<file path="src/rtl/sp_mem_arbiter.sv">
// Two-requester round-robin sequencer for one single-port synchronous RAM.
// Requests from A and B are serialised onto a cs/we/oe RAM bus, one access per
// cycle at most. Read data comes back two cycles after the grant and is routed
// to its owner by a two-stage tag pipeline. Out-of-range addresses never select
// the RAM: they are flagged with the grant, writes are dropped, and reads
// return zero.
module sp_mem_arbiter #(
  parameter int WIDTH     = 8,
  parameter int RAM_DEPTH = 16
) (
  input  logic             clk_i,
  input  logic             rst_i,
  // requester A
  input  logic             a_req_i,
  input  logic             a_we_i,
  input  logic [WIDTH-1:0] a_addr_i,
  input  logic [WIDTH-1:0] a_wdata_i,
  output logic             a_gnt_o,
  output logic             a_rvalid_o,
  output logic [WIDTH-1:0] a_rdata_o,
  output logic             a_err_o,
  // requester B
  input  logic             b_req_i,
  input  logic             b_we_i,
  input  logic [WIDTH-1:0] b_addr_i,
  input  logic [WIDTH-1:0] b_wdata_i,
  output logic             b_gnt_o,
  output logic             b_rvalid_o,
  output logic [WIDTH-1:0] b_rdata_o,
  output logic             b_err_o,
  // RAM bus
  output logic             mem_cs_o,
  output logic             mem_we_o,
  output logic             mem_oe_o,
  output logic [WIDTH-1:0] mem_addr_o,
  output logic [WIDTH-1:0] mem_data_o,
  input  logic [WIDTH-1:0] mem_rdata_i
);

  // The state is the grant register; bit 0 is A's grant, bit 1 is B's grant,
  // so both gnt outputs come straight from flops.
  typedef enum logic [1:0] {
    IDLE  = 2'b00,
    GNT_A = 2'b01,
    GNT_B = 2'b10
  } state_e;

  // One tag per bus access, following the read data through the RAM latency.
  typedef struct packed {
    logic is_read;
    logic owner_b;
    logic in_range;
  } tag_t;

  localparam logic [WIDTH:0] DEPTH_LIMIT = (WIDTH+1)'(RAM_DEPTH);

  state_e           state_q, state_d;
  logic             ptr_b_q, ptr_b_d;   // 1: B wins the next tie
  logic             elig_a, elig_b;
  logic             a_in_range, b_in_range;

  logic             sel_we;
  logic [WIDTH-1:0] sel_addr;
  logic [WIDTH-1:0] sel_wdata;
  logic             sel_in_range;
  tag_t             tag_d, tag1_q, tag2_q;

  logic             mem_cs_q, mem_we_q, mem_oe_q;
  logic [WIDTH-1:0] mem_addr_q, mem_data_q;
  logic             a_err_q, b_err_q;
  logic             a_rvalid_q, b_rvalid_q;
  logic [WIDTH-1:0] a_rdata_q, b_rdata_q;

  // A requester granted this cycle is masked so its still-held req is not
  // granted twice for the same access.
  assign elig_a = a_req_i & ~state_q[0];
  assign elig_b = b_req_i & ~state_q[1];

  assign a_in_range = {1'b0, a_addr_i} < DEPTH_LIMIT;
  assign b_in_range = {1'b0, b_addr_i} < DEPTH_LIMIT;

  // Round-robin grant decision; the pointer moves to the loser after any grant.
  always_comb begin
    // NOTE: every signal assigned here gets a default first, otherwise paths
    // that skip an assignment would infer a latch.
    state_d = IDLE;
    ptr_b_d = ptr_b_q;
    if (elig_a && elig_b) begin
      state_d = ptr_b_q ? GNT_B : GNT_A;
    end else if (elig_a) begin
      state_d = GNT_A;
    end else if (elig_b) begin
      state_d = GNT_B;
    end
    if (state_d == GNT_A) begin
      ptr_b_d = 1'b1;
    end else if (state_d == GNT_B) begin
      ptr_b_d = 1'b0;
    end
  end

  // Select the winning requester's command and build its return tag.
  always_comb begin
    sel_we       = a_we_i;
    sel_addr     = a_addr_i;
    sel_wdata    = a_wdata_i;
    sel_in_range = a_in_range;
    if (state_d == GNT_B) begin
      sel_we       = b_we_i;
      sel_addr     = b_addr_i;
      sel_wdata    = b_wdata_i;
      sel_in_range = b_in_range;
    end
    tag_d.is_read  = (state_d != IDLE) && !sel_we;
    tag_d.owner_b  = (state_d == GNT_B);
    tag_d.in_range = sel_in_range;
  end

  // Grant FSM, registered bus outputs, tag pipeline and read-data return.
  always_ff @(posedge clk_i) begin
    // NOTE: sequential state uses non-blocking assignments only, so every flop
    // sees the values from before this edge regardless of statement order.
    if (rst_i) begin
      state_q    <= IDLE;
      ptr_b_q    <= 1'b0;
      mem_cs_q   <= 1'b0;
      mem_we_q   <= 1'b0;
      mem_oe_q   <= 1'b0;
      mem_addr_q <= '0;
      mem_data_q <= '0;
      a_err_q    <= 1'b0;
      b_err_q    <= 1'b0;
      tag1_q     <= '0;
      tag2_q     <= '0;
      a_rvalid_q <= 1'b0;
      b_rvalid_q <= 1'b0;
      a_rdata_q  <= '0;
      b_rdata_q  <= '0;
    end else begin
      state_q <= state_d;
      ptr_b_q <= ptr_b_d;

      if (state_d != IDLE) begin
        mem_cs_q   <= sel_in_range;
        mem_we_q   <= sel_we;
        mem_oe_q   <= ~sel_we;
        mem_addr_q <= sel_addr;
        mem_data_q <= sel_wdata;
      end else begin
        // address and data hold their last value while idle
        mem_cs_q <= 1'b0;
        mem_we_q <= 1'b0;
        mem_oe_q <= 1'b0;
      end
      a_err_q <= (state_d == GNT_A) && !sel_in_range;
      b_err_q <= (state_d == GNT_B) && !sel_in_range;

      tag1_q <= tag_d;
      tag2_q <= tag1_q;

      // tag2 lines up with the cycle in which mem_rdata_i is valid
      a_rvalid_q <= tag2_q.is_read && !tag2_q.owner_b;
      b_rvalid_q <= tag2_q.is_read &&  tag2_q.owner_b;
      if (tag2_q.is_read && !tag2_q.owner_b) begin
        a_rdata_q <= tag2_q.in_range ? mem_rdata_i : '0;
      end
      if (tag2_q.is_read && tag2_q.owner_b) begin
        b_rdata_q <= tag2_q.in_range ? mem_rdata_i : '0;
      end
    end
  end

  assign a_gnt_o    = state_q[0];
  assign b_gnt_o    = state_q[1];
  assign a_err_o    = a_err_q;
  assign b_err_o    = b_err_q;
  assign a_rvalid_o = a_rvalid_q;
  assign b_rvalid_o = b_rvalid_q;
  assign a_rdata_o  = a_rdata_q;
  assign b_rdata_o  = b_rdata_q;
  assign mem_cs_o   = mem_cs_q;
  assign mem_we_o   = mem_we_q;
  assign mem_oe_o   = mem_oe_q;
  assign mem_addr_o = mem_addr_q;
  assign mem_data_o = mem_data_q;

endmodule

</file>
<file path="config.mk">
export PLATFORM = sky130hd
export DESIGN_NAME = sp_mem_arbiter
export DESIGN_NICKNAME = d
export VERILOG_FILES = /design/src/rtl/sp_mem_arbiter.sv
export SDC_FILE = /design/constraint.sdc
export NUM_CORES = 1
export LEC_CHECK = 0
export BUFFER_PORTS_ARGS = -buffer_cell sky130_fd_sc_hd__buf_2
export CAP_MARGIN = 20
export CORE_ASPECT_RATIO = 0.75
export CORE_MARGIN = 4
export CORE_UTILIZATION = 30
export CTS_BUF_LIST = sky130_fd_sc_hd__clkbuf_8
export DETAILED_ROUTE_END_ITERATION = 10
export GPL_TIMING_DRIVEN = 0
export PLACE_DENSITY = 0.52
export SLEW_MARGIN = 20
export SYNTH_ARGS = -nofsm -noshare
export SYNTH_HDL_FRONTEND = slang
export SYNTH_SLANG_ARGS = --single-unit
</file>
<file path="constraint.sdc">
create_clock -name clk_i -period 2.29 [get_ports clk_i]
set_clock_uncertainty 0.15 [all_clocks]
set_input_delay 0.458 -clock clk_i [delete_from_list [all_inputs] [get_ports clk_i]]
set_output_delay 0.458 -clock clk_i [all_outputs]
set_load 0.02 [all_outputs]
</file>
==> flow_summary.toml <==
[min_path]
min-delay-path-class = "input port to flop"

[yosys]
yosysMostFrequentCell = "dfxtp_1"
synth_warnings = 0
syn_nets = 254
seq_area_frac_synth_pct = 50.0
yosys.area.top_type = "dfxtp_1"
synth-main-ff-cell = "dfxtp_1"
async_reset_ff_share_pct = 0
synthTopCellsByArea = "dfxtp_1 (50%), mux2i_1 (9.9%), nand2_1 (5.7%)"
ys_seq_elements = 48
syn-instance-count = 205
synth_edf_count = 0
synth_common_cells = "dfxtp_1 (48), nand2_1 (29), mux2i_1 (19)"
synth_top_area_share_pct = 50.0
synth.avg_cell_area_um2 = 9.37
synth.cell_area_um2 = 1920
synth.distinct_cells = 25

[timing]
maxSlewHeadroom_pct = 65.5
hold_viol = 0
worstMarginPinSlew_ns = 0.513
drv_slew = 0
rsz0062_at_grt = "false"
tns_ns = 0
fmax_ghz = 0.496
setup_viol = 0
min_period_ns = 2.02
period_share_pct = 88.0

[outcome]
status = "finished, final reports clean"

[route]
vias = 1631
first_pass_iters = 4
wire_per_inst_um = 12.7
top_layer = "met4"
drt_iter0_markers = 43
wl_met2_um = 1900
drc_errors = 0
routed_wl_um = 4790
met3_length_um = 397
routed_via_density = 4.33
antenna_left = 0
met1_length_um = 2460

[cells_and_area]
area.growth.synth_to_final_pct = 33.1
fillers = 632
diodes = 0
stdcell_count = 377
fin_util_pct = 42.6
drive_gt1_share_pct = 36.1
fin_area_um2 = 2560
layout.nets = 347

[power_and_ir_drop]
peakVddDrop_uv = 294
total_power_mw = 1.77
leakage_nw = 1.20
power_density_nw_per_um2 = 693

[critical_path]
r2r_slack_ns = 0.27
path_max_fanout = 10
required_ns = 2.38
critPathKind = "flop to flop"
cp-start-kind = "flop"
cp.arrival_ns = 2.11
worstSetupEndpointType = "flop"

[die]
start_util_pct = 32.0
rows = 24
die_w_um = 100
dieArea_um2 = 7760
die_h_um = 77.3
core_region_area_um2 = 6010
ioPinCount = 87

[clock_network]
insertion_delay_ns = 0.29
clockBufferDepth = 2
cts_max_level = 2
clock-root-buffer = "clkbuf_8"
cts.clk_slew.worst_paths_ns = 0.09
cts_num_sinks = 48
cts_tree = "done"
cts_buffers = 5

[placement]
dp_hpwl_um = 3760
port_buffers = 86
dp.cells = 369
place_area_um2 = 2450
globalplace.congestion = 0.751

[global_route]
track_usage_pct = 12.5
grt_max_degree = 15
grt_remaining_overflow = 0
grt_pass1_wl_um = 7890
grt_pass1_vias = 1671
antenna_found_initial = 0

[flow_run]
cap_violations = 0
## metrics by stage
stage / worst slack (ns) / hold slack, ns
after floorplan: 0.318 / 0.264
after global placement: 0.0414 / 0.281
after detailed placement: 0.0212 / 0.277
after CTS: 0.103 / 0.179
after global routing: 0.00290 / 0.176
final: 0.274 / 0.188
## placed cells by master (no fill, tap or decap), types with 2 or more instances in the layout
master | synthesis | final
o21ai_0 | 13 | 12
clkbuf_1 | 5 | 5
buf_1 | 2 | 2
nand3_1 | 8 | 8
nor2_1 | 10 | 10
dfxtp_1 | 48 | 48
mux2_2 | 4 | 4
nand2_1 | 29 | 29
nor3b_2 | 2 | 2
mux2i_1 | 19 | 19
nor3_1 | 2 | 2
nor2b_1 | 12 | 12
nand2b_1 | 2 | 2
a21oi_1 | 16 | 16
clkbuf_8 | 0 | 5
nor4_1 | 2 | 2
inv_1 | 2 | 3
ha_1 | 3 | 3
and2b_1 | 7 | 7
nand4_1 | 8 | 8
buf_2 | 6 | 92
## path summary, 6_finish.rpt
path,end,cells past startpoint,startpoint
min,tag1_q[1]$_SDFF_PP0_,2,rst_i
max,a_err_o$_SDFF_PP0_,8,state_q[0]$_SDFF_PP0_
min reg2reg,tag2_q[0]$_SDFF_PP0_,1,tag1_q[0]$_SDFF_PP0_
max reg2reg,a_err_o$_SDFF_PP0_,8,state_q[0]$_SDFF_PP0_
## worst max-delay path: stages (launching register included)
cell and delay, ns:
dfxtp_1 0.32, nand2b_1 0.16, o21ai_1 0.28, inv_1 0.08, ha_1 0.19, buf_6 0.15, buf_12 0.15, mux2i_1 0.26
and3b_1 0.21
## cell families after synthesis
| family | Yosys count | synth area share [%] |
|---|---|---|
| fa+ha+maj | 3 | 1.95 |
| simple gates | 83 | 22.5 |
| buf+inv | 18 | 5.34 |
| flops | 48 | 50.0 |
| mux | 23 | 12.2 |
| compound gates | 30 | 7.94 |
## state kept, by name, summed over array words and instances, names as in the netlist
signal	count
mem_addr_o	8
a_rvalid_o	1
mem_we_o	1
state_q	2
a_rdata_o	8
tag2_q	3
a_err_o	1
b_err_o	1
mem_data_o	8
b_rdata_o	8
b_rvalid_o	1
mem_oe_o	1
mem_cs_o	1
ptr_b_q	1
tag1_q	3
## final cells by class
cell class / count / area, um2 / area share (%)
inverter: 2 / 7.51 / 0.294
multi-input combinational: 139 / 858 / 33.6
timing repair buffer: 86 / 430 / 16.8
buffer: 16 / 95.1 / 3.72
sequential: 48 / 961 / 37.6
clock inverter: 3 / 38.8 / 1.52
clock buffer: 5 / 68.8 / 2.69
tap: 78 / 97.6 / 3.82
## routing by layer
metal | up-vias | GRT usage, %
li1 | 880 | -
met1 | 698 | 18.3
met2 | 49 | 17.7
met3 | 4 | 4.26
met4 | 0 | 2.83
met5 | - | 0
## timing repair
item	4_1_cts	5_1_grt
setup buffers	0	0
gates resized for setup	0	1
setup endpoints to repair	0	20
hold buffers	0	0
## power by group
group	switching, mW	internal (mW)
Sequential	0.0161	0.873
Clock	0.274	0.320
Combinational	0.161	0.128
Note: power is estimated with default switching activity, not from simulation.
